## src/rtl/cpu_pkg.sv

```systemverilog
// Shared opcode map, sequencer state encoding and opcode-class helpers
// for the 16-bit processor control path.
package cpu_pkg;

  localparam logic [3:0] OP_JMP = 4'h0;
  localparam logic [3:0] OP_ADD = 4'h1;
  localparam logic [3:0] OP_SUB = 4'h2;
  localparam logic [3:0] OP_AND = 4'h3;
  localparam logic [3:0] OP_OR  = 4'h4;
  localparam logic [3:0] OP_XOR = 4'h5;
  localparam logic [3:0] OP_SHL = 4'h6;
  localparam logic [3:0] OP_SHR = 4'h7;
  localparam logic [3:0] OP_MOV = 4'h8;
  localparam logic [3:0] OP_LD  = 4'h9;
  localparam logic [3:0] OP_ST  = 4'hA;
  localparam logic [3:0] OP_BEQ = 4'hB;
  localparam logic [3:0] OP_BNE = 4'hC;
  localparam logic [3:0] OP_BLT = 4'hD;
  localparam logic [3:0] OP_BGE = 4'hE;
  localparam logic [3:0] OP_HLT = 4'hF;

  typedef enum logic [2:0] {
    ST_FETCH  = 3'd0,
    ST_DECODE = 3'd1,
    ST_EXEC   = 3'd2,
    ST_MEM    = 3'd3,
    ST_WB     = 3'd4,
    ST_HALT   = 3'd5
  } state_t;

  // Same set the decoder uses to select the immediate as the PC target
  function automatic logic is_branch(input logic [3:0] op);
    return (op == OP_JMP) || ((op >= OP_BEQ) && (op <= OP_BGE));
  endfunction

  function automatic logic is_alu(input logic [3:0] op);
    return (op >= OP_ADD) && (op <= OP_MOV);
  endfunction

endpackage

```

## src/rtl/branch_cond_eval.sv

```systemverilog
// Combinational branch resolution: decides whether a JMP/Bcc redirects
// the PC given the current ALU flags.
module branch_cond_eval
  import cpu_pkg::*;
(
  input  logic [3:0] op_i,
  input  logic       z_i,
  input  logic       n_i,
  input  logic       v_i,
  output logic       taken_o
);

  // Condition select by opcode; non-branch opcodes never redirect
  always_comb begin
    taken_o = 1'b0;
    case (op_i)
      OP_JMP:  taken_o = 1'b1;
      OP_BEQ:  taken_o = z_i;
      OP_BNE:  taken_o = ~z_i;
      OP_BLT:  taken_o = n_i ^ v_i;
      OP_BGE:  taken_o = ~(n_i ^ v_i);
      default: taken_o = 1'b0;
    endcase
  end

endmodule

```

## src/rtl/control_sequencer.sv

```systemverilog
// Multi-cycle fetch/decode/execute sequencer: owns the memory port and
// issues the IR/PC/register-file/flag strobes for the datapath.
module control_sequencer
  import cpu_pkg::*;
#(
  parameter int WAIT_MAX = 15,
  parameter int CNT_W    = 4
) (
  input  logic       clk,
  input  logic       reset,
  input  logic [3:0] op,
  input  logic       flag_en,
  input  logic       z,
  input  logic       n,
  input  logic       v,
  input  logic       mem_rdy,
  input  logic       resume,
  output logic       mem_req,
  output logic       mem_we,
  output logic       addr_sel,
  output logic       ir_load,
  output logic       pc_inc,
  output logic       pc_load,
  output logic       rf_we,
  output logic       wb_sel,
  output logic       flag_we,
  output logic       halted,
  output logic       bus_err,
  output logic [2:0] state
);

  localparam logic [CNT_W-1:0] WAIT_LIM = CNT_W'(WAIT_MAX);

  state_t           state_q, state_d;
  logic [CNT_W-1:0] cnt_q, cnt_d;
  logic             bus_err_q, bus_err_d;
  logic             cnt_step_s;
  logic             taken_s;
  logic             mem_req_s, mem_we_s, addr_sel_s, ir_load_s, pc_inc_s;
  logic             pc_load_s, rf_we_s, wb_sel_s, flag_we_s, halted_s;

  branch_cond_eval u_branch_cond_eval (
    .op_i    (op),
    .z_i     (z),
    .n_i     (n),
    .v_i     (v),
    .taken_o (taken_s)
  );

  // Next-state, wait-counter and bus-error logic
  always_comb begin
    state_d    = state_q;
    bus_err_d  = bus_err_q;
    cnt_step_s = 1'b0;
    case (state_q)
      ST_FETCH, ST_MEM: begin
        if (mem_rdy) begin
          if (state_q == ST_FETCH) begin
            state_d = ST_DECODE;
          end else if (op == OP_LD) begin
            state_d = ST_WB;
          end else begin
            state_d = ST_FETCH;
          end
        end else if (cnt_q == WAIT_LIM) begin
          state_d   = ST_HALT;
          bus_err_d = 1'b1;
        end else begin
          cnt_step_s = 1'b1;
        end
      end
      ST_DECODE: state_d = ST_EXEC;
      ST_EXEC: begin
        if ((op == OP_LD) || (op == OP_ST)) begin
          state_d = ST_MEM;
        end else if (op == OP_HLT) begin
          state_d = ST_HALT;
        end else begin
          state_d = ST_FETCH;
        end
      end
      ST_WB: state_d = ST_FETCH;
      ST_HALT: begin
        if (resume) begin
          state_d   = ST_FETCH;
          bus_err_d = 1'b0;
        end else begin
          state_d = ST_HALT;
        end
      end
      default: state_d = ST_HALT;
    endcase
    // Every state change restarts the timeout window
    cnt_d = (state_d != state_q) ? '0 :
            (cnt_step_s ? (cnt_q + CNT_W'(1)) : cnt_q);
  end

  // State, wait counter and sticky bus error
  always_ff @(posedge clk or posedge reset) begin
    if (reset) begin
      state_q   <= ST_FETCH;
      cnt_q     <= '0;
      bus_err_q <= 1'b0;
    end else begin
      state_q   <= state_d;
      cnt_q     <= cnt_d;
      bus_err_q <= bus_err_d;
    end
  end

  // Strobe decode from current state, opcode, flags and memory ready
  always_comb begin
    mem_req_s  = 1'b0;
    mem_we_s   = 1'b0;
    addr_sel_s = 1'b0;
    ir_load_s  = 1'b0;
    pc_inc_s   = 1'b0;
    pc_load_s  = 1'b0;
    rf_we_s    = 1'b0;
    wb_sel_s   = 1'b0;
    flag_we_s  = 1'b0;
    halted_s   = 1'b0;
    case (state_q)
      ST_FETCH: begin
        mem_req_s = 1'b1;
        ir_load_s = mem_rdy;
        pc_inc_s  = mem_rdy;
      end
      ST_EXEC: begin
        if (is_alu(op)) begin
          rf_we_s   = 1'b1;
          flag_we_s = flag_en;
        end else if (is_branch(op)) begin
          pc_load_s = taken_s;
        end else begin
          pc_load_s = 1'b0;
        end
      end
      ST_MEM: begin
        mem_req_s  = 1'b1;
        addr_sel_s = 1'b1;
        mem_we_s   = (op == OP_ST);
      end
      ST_WB: begin
        rf_we_s  = 1'b1;
        wb_sel_s = 1'b1;
      end
      ST_HALT:   halted_s = 1'b1;
      ST_DECODE: halted_s = 1'b0;
      default:   halted_s = 1'b0;
    endcase
  end

  // Reset gates the strobes directly so an in-flight access dies without a clock
  assign mem_req  = mem_req_s  & ~reset;
  assign mem_we   = mem_we_s   & ~reset;
  assign addr_sel = addr_sel_s & ~reset;
  assign ir_load  = ir_load_s  & ~reset;
  assign pc_inc   = pc_inc_s   & ~reset;
  assign pc_load  = pc_load_s  & ~reset;
  assign rf_we    = rf_we_s    & ~reset;
  assign wb_sel   = wb_sel_s   & ~reset;
  assign flag_we  = flag_we_s  & ~reset;
  assign halted   = halted_s   & ~reset;
  assign bus_err  = bus_err_q;
  assign state    = state_q;

endmodule

```

## config.mk

```make
export PLATFORM = sky130hd
export DESIGN_NAME = control_sequencer
export DESIGN_NICKNAME = d
export VERILOG_FILES = /design/src/rtl/cpu_pkg.sv /design/src/rtl/branch_cond_eval.sv /design/src/rtl/control_sequencer.sv
export SDC_FILE = /design/constraint.sdc
export NUM_CORES = 1
export LEC_CHECK = 0
export BUFFER_PORTS_ARGS = -buffer_cell sky130_fd_sc_hd__buf_4
export CAP_MARGIN = 5
export CORE_AREA = 2 2 46 48
export CTS_CLUSTER_DIAMETER = 50
export DETAILED_ROUTE_END_ITERATION = 10
export DIE_AREA = 0 0 48 50
export GPL_TIMING_DRIVEN = 0
export PLACE_DENSITY = 0.7
export SETUP_SLACK_MARGIN = 0.1
export SYNTH_ARGS = -nofsm -noshare
export SYNTH_HDL_FRONTEND = slang
export SYNTH_HIERARCHICAL = 1
export SYNTH_SLANG_ARGS = --single-unit
```

## constraint.sdc

```tcl
create_clock -name clk -period 1.7 [get_ports clk]
set_clock_uncertainty 0.15 [all_clocks]
set_input_delay 0 -clock clk [delete_from_list [all_inputs] [get_ports clk]]
set_output_delay 0 -clock clk [all_outputs]
set_load 0.05 [all_outputs]
```

### Yosys cells after proc, flatten, opt, wreduce, memory -nomap -nowiden

Index checks and enable logic that the tools add are counted.

| storage, ports and cells | value |
|---|---|
| input bits | 12 |
| register bits | 8 |
| word-level logic and storage cells | 79 |

| operators by class | value |
|---|---|
| reduce and logical (&&, ||, !) cells | 10 |
| order comparisons | 4 |
| mux-type cells | 31 |
| eq/ne operators | 17 |
| add/subtract/negate cells | 1 |
| bitwise gates (word level) | 13 |

Operators with widths:

| kind | number |
|---|---|
| == test 4 bit, second input constant | 8 |
| two-way mux 3 bit | 7 |
| two-way mux 1 bit | 18 |
| case mux 3 bit (5 select lines) | 1 |
| bitwise AND 1 bit | 9 |
| less-or-equal comparator 4 bit, second input constant | 2 |
| two-way mux 4 bit | 2 |
| == test 3 x 2 -> 1 bit, second input constant | 2 |
| == test 3 bit, second input constant | 2 |
| case mux 1 bit (5 select lines) | 1 |
| adder 4 x 1 -> 4 bit, second input constant | 1 |
| >= comparator 4 x 1 -> 1 bit, second input constant | 1 |
| >= comparator 4 bit, second input constant | 1 |
| zero test 4 bit | 1 |
| != test 2 bit, second input constant | 2 |
| case mux 1 bit (2 select lines) | 2 |
| AND reduction 4 bit | 1 |
| nonzero test 2 bit | 2 |
| == test 3 x 1 -> 1 bit, second input constant | 1 |
| zero test 3 bit | 1 |
| != test 3 bit | 1 |
| inverter 1 bit | 3 |
| logical AND 1 bit | 2 |
| logical OR 1 bit | 2 |
| other kinds (3) | 3 |

### Depth between registers and ports, before layout

| depth | value |
|---|---|
| word-level depth | 7 |
| depth in mapped cells | 5 |
| depth with buffers taken out | 5 |

### Modules after synthesis

Netlist, hierarchy kept.

By module, submodules not included:

| module | seq. area each (um2) | area an instance (um2) | times used | cells each |
|---|---|---|---|---|
| control_sequencer | 200.2 | 774.5 | 1 | 93 |
| branch_cond_eval | 0.0 | 56.3 | 1 | 8 |

### Worst setup path before layout

Ideal clock, no wire load.

| timing | value |
|---|---|
| kind | register to output |
| start point | register state_q[0], in the netlist state[0] |
| end point | output port mem_we |
| path buffers | 1 |
| cell stages (with the launch flop) | 5 |
| arrival time | 2682 ps |
| data required time | 1550 ps |
| path slack | -1132 ps |
| cells stage by stage | dfrtp_1 buf_6 nand2_2 nor3_1 and4_1 |

| between the ends | value |
|---|---|
| longest elaborated chain between the ends | 3 |

RTL lines:

| element | RTL line | text |
|---|---|---|
| start: declaration | control_sequencer.sv:34 | `state_t state_q, state_d;` |
| start signal: assignment | control_sequencer.sv:105 | `state_q <= state_d;` |
| == test 3 x 2 -> 1 bit | control_sequencer.sv:123 | `case (state_q)` |
| two-way mux 1 bit | control_sequencer.sv:123 |  |
| bitwise AND 1 bit | control_sequencer.sv:156 | `assign mem_we = mem_we_s & ~reset;` |
| end: declaration | control_sequencer.sv:19 | `output logic mem_we,` |

Every way passes these cells.

### Final worst setup path

| timing | value |
|---|---|
| start point | register state_q[1], in the netlist state[1] |
| end point | register cnt_q[1] |

| between the ends | value |
|---|---|
| longest elaborated chain between the ends | 6 |
| elaborated cells between the ends (all ways) | 15 |
| those cells by class | eq/ne (6); mux (6); reduce/logical (3) |

RTL lines:

| element | RTL line | text |
|---|---|---|
| zero test 3 bit | control_sequencer.sv:55, control_sequencer.sv:58 |  |
| two-way mux 3 bit | control_sequencer.sv:58 | `if (state_q == ST_FETCH) begin` |
| two-way mux 3 bit | control_sequencer.sv:57 | `if (mem_rdy) begin` |
| case mux 3 bit (5 select lines) | control_sequencer.sv:55 | `case (state_q)` |
| != test 3 bit | control_sequencer.sv:94 | `cnt_d = (state_d != state_q) ? '0 :` |
| two-way mux 4 bit / nonzero test 2 bit (equally long branches) | -- |  |
| end signal: assignment | control_sequencer.sv:106 | `cnt_q <= cnt_d;` |
| end: declaration | control_sequencer.sv:35 | `logic [CNT_W-1:0] cnt_q, cnt_d;` |

Parallel ways exist; a longest one is shown, timed or not.
A chain may end at the register's enable or synchronous reset.

==> flow_metrics.tcl <==
set metrics [dict create \
    routed_wl_um 3020 \
    violations "setup timing" \
    drtAntennaViolNets 0 \
    p_comb_frac 0.808 \
    post_drt_via_cell_ratio 5.53 \
    post_drt_wl_per_cell_um 16.7 \
    ys_warn_count 6 \
    synth_edf_count 0 \
    dr.pass1.iters 4 \
    hp-class "input port to flip-flop" \
    drcViolationCount 0 \
    power_density_nw_per_um2 1440 \
    p_seq_frac 0.120 \
    routed-via-count 1001 \
    syn_to_final_growth_pct 92.9 \
    clk_latency_ps 260 \
    tightestPinTransition_ps 441 \
    total_power_uw 2300 \
    cts_root_buffer "clkbuf_4" \
    h-tree-depth 1 \
    drt_iter0_drc 19 \
    layout.nets 168 \
    ir_drop_uv 819 \
    fmax_mhz 579 \
    grtUsageTotal 0.274 \
    synth-seq-area-share 0.241 \
    synth_seq_cells 8 \
    endpoint_kind "flip-flop" \
    ctsLongestPathBuffers 2 \
    p_sw_uw 1090 \
    num_rows 16 \
    synth_fp_nets 114 \
    worstSetupPathType "flip-flop to flip-flop" \
    synthCells 101 \
    drv_cap 0 \
    grt_max_degree 11 \
    dieWidth_um 48 \
    p_leak_uw 0.000637 \
    report.final.slew_viol_count 0 \
    ys_types 40 \
    critPathLaunchType "flip-flop" \
    rsz0062_at_grt "true" \
    die_y_um 50 \
    antenna_cells 0 \
    wl_met1_um 1200 \
    core-area_sq_um 1900 \
    grt_pass1_vias 1065 \
    ys.flop_type "dfrtp_1" \
    met2_length_um 1600 \
    slowest_delay_ps 430 \
    syn_area_sq_um 831 \
    io_pins 26 \
    gp_congestion 0.827 \
    p_int_uw 1210 \
    dpl.cell_count 153 \
    worstPathRequired_ps 1680 \
    initial_core_util 0.437 \
    fin_setup_tns_ps -84.1 \
    clockPowerShare 0.072 \
    final_cell_mix "buf_4, buf_6, buf_8, xnor2_1, nor3_1" \
    setup_viol 4 \
    wl_met3_um 161 \
    period_needed_ps 1730 \
    worstPathArrival_ps 1710 \
    antenna_found_initial 0 \
    slowest_stage "dfrtp_2" \
    fin_cells 181 \
    hold_viol_final 0 \
    cts_tree "built" \
    port_buffers 25 \
    routed.top_layer "met4" \
    cts_buffers 3 \
    slew_headroom 0.705 \
    p_sw_frac 0.475 \
    status "finished, violations left" \
    synthArstFlopShare 1.00 \
    die-area_sq_um 2400 \
    crit_path_max_fanout 7 \
    crit_chain "buf_12 -> xor2_4 -> o22a_2 -> a211oi_4 -> nor3_1" \
    drive_above_1_share 0.591 \
    holdWs_ps 43.9 \
    fin_crit_sh 1.02 \
    synth.avg_cell_area_sq_um 8.23 \
    hpwl_um 1550 \
    timing.final.ws_setup_ps -27.2 \
    clkTransAtPathRegs_ps 60 \
    final_common_cell "buf_4" \
    grt_pass1_wl_um 4750 \
    clock_sinks 8 \
    gr-total-overflow 0 \
]
-- synth_stat cells, drive strengths merged, types with 3 or more instances --
| master | instances | share of area |
|---|---|---|
| inv | 5 | 0.023 |
| dfrtp | 8 | 0.24 |
| o21ai | 6 | 0.036 |
| nor2b | 3 | 0.023 |
| a21oi | 6 | 0.036 |
| nand2 | 6 | 0.030 |
| nand3 | 6 | 0.036 |
| nor2 | 6 | 0.027 |
| xnor2 | 6 | 0.063 |
| nor3 | 12 | 0.090 |
| buf | 9 | 0.075 |
-- worst max-delay path: cells and delay by family (launching register included) --
| kind | cells | cell delay, ps |
|---|---|---|
| AO/OA/AOI/OAI | 2 | 580 |
| XOR/XNOR | 1 | 190 |
| buffers and inverters | 1 | 150 |
| flip-flops | 1 | 430 |
| AND/OR/NAND/NOR | 1 | 90 |
-- metrics by stage --
step / setup WS, ps / instance area, sq um / utilization
2_1_floorplan: -168 / 928 / -
3_3_place_gp: -49.1 / 1150 / 0.605
3_5_place_dp: -66.4 / 1150 / 0.605
4_1_cts: 22.2 / 1520 / 0.800
5_1_grt: -87.8 / 1600 / 0.843
6_report: -27.2 / 1600 / 0.843
-- worst paths after layout --
| path | start | endpoint | slack [ps] | depth (start not counted) |
|---|---|---|---|---|
| worst max-delay path | state[1] | cnt_q[1] | -30 | 5 |
| worst min-delay path | mem_rdy | state[2] | 40 | 3 |
| worst max register to register | state[1] | cnt_q[1] | -30 | 5 |
| worst min register to register | bus_err | bus_err | 390 | 2 |
| max in group asynchronous | reset | state[2] | 750 | 3 |
| min in group asynchronous | reset | state[0] | 320 | 3 |
-- per-layer routing --
metal / global-route usage / vias up
met5: 0 / -
met4: 0.0856 / 0
met3: 0.0623 / 10
met2: 0.467 / 54
met1: 0.324 / 463
li1: - / 474
-- registers in the layout (all words and copies together), names as in the netlist --
signal,flops
bus_err,1
state,3
cnt_q,4
-- cells by family after synthesis --
group,count (synthesis),synth area share
AO/OA/AOI/OAI,23,0.209
XOR/XNOR,7,0.0828
adder cells (fa/ha/maj),1,0.0151
buffers and inverters,14,0.0979
flip-flops,8,0.241
multiplexers,2,0.0241
AND/OR/NAND/NOR,46,0.330
-- power by group through the flow --
stage	Sequential, uW	Clock [uW]	Combinational (uW)
floorplan	378	0	718
global placement	280	0	1040
detailed placement	283	0	1050
CTS	272	165	1630
global route	283	175	1950
finish	277	165	1860
-- repair_timing --
action,in CTS,in global routing
setup endpoints to repair,12,16
hold endpoints to repair,10,0
gates resized for setup,36,10
pin swaps,15,8
cloned,1,0
hold buffers,2,0
setup buffers,16,5
-- final cells by class --
class,instances,area (sq um)
plain buffers,9,113
clock buffers,4,26.3
fillers,88,299
inverters,5,22.5
multi-input cells,79,738
flip-flops and latches,8,204
well taps,27,33.8
repair buffers,49,465
Power figures use the tool's default switching activity.
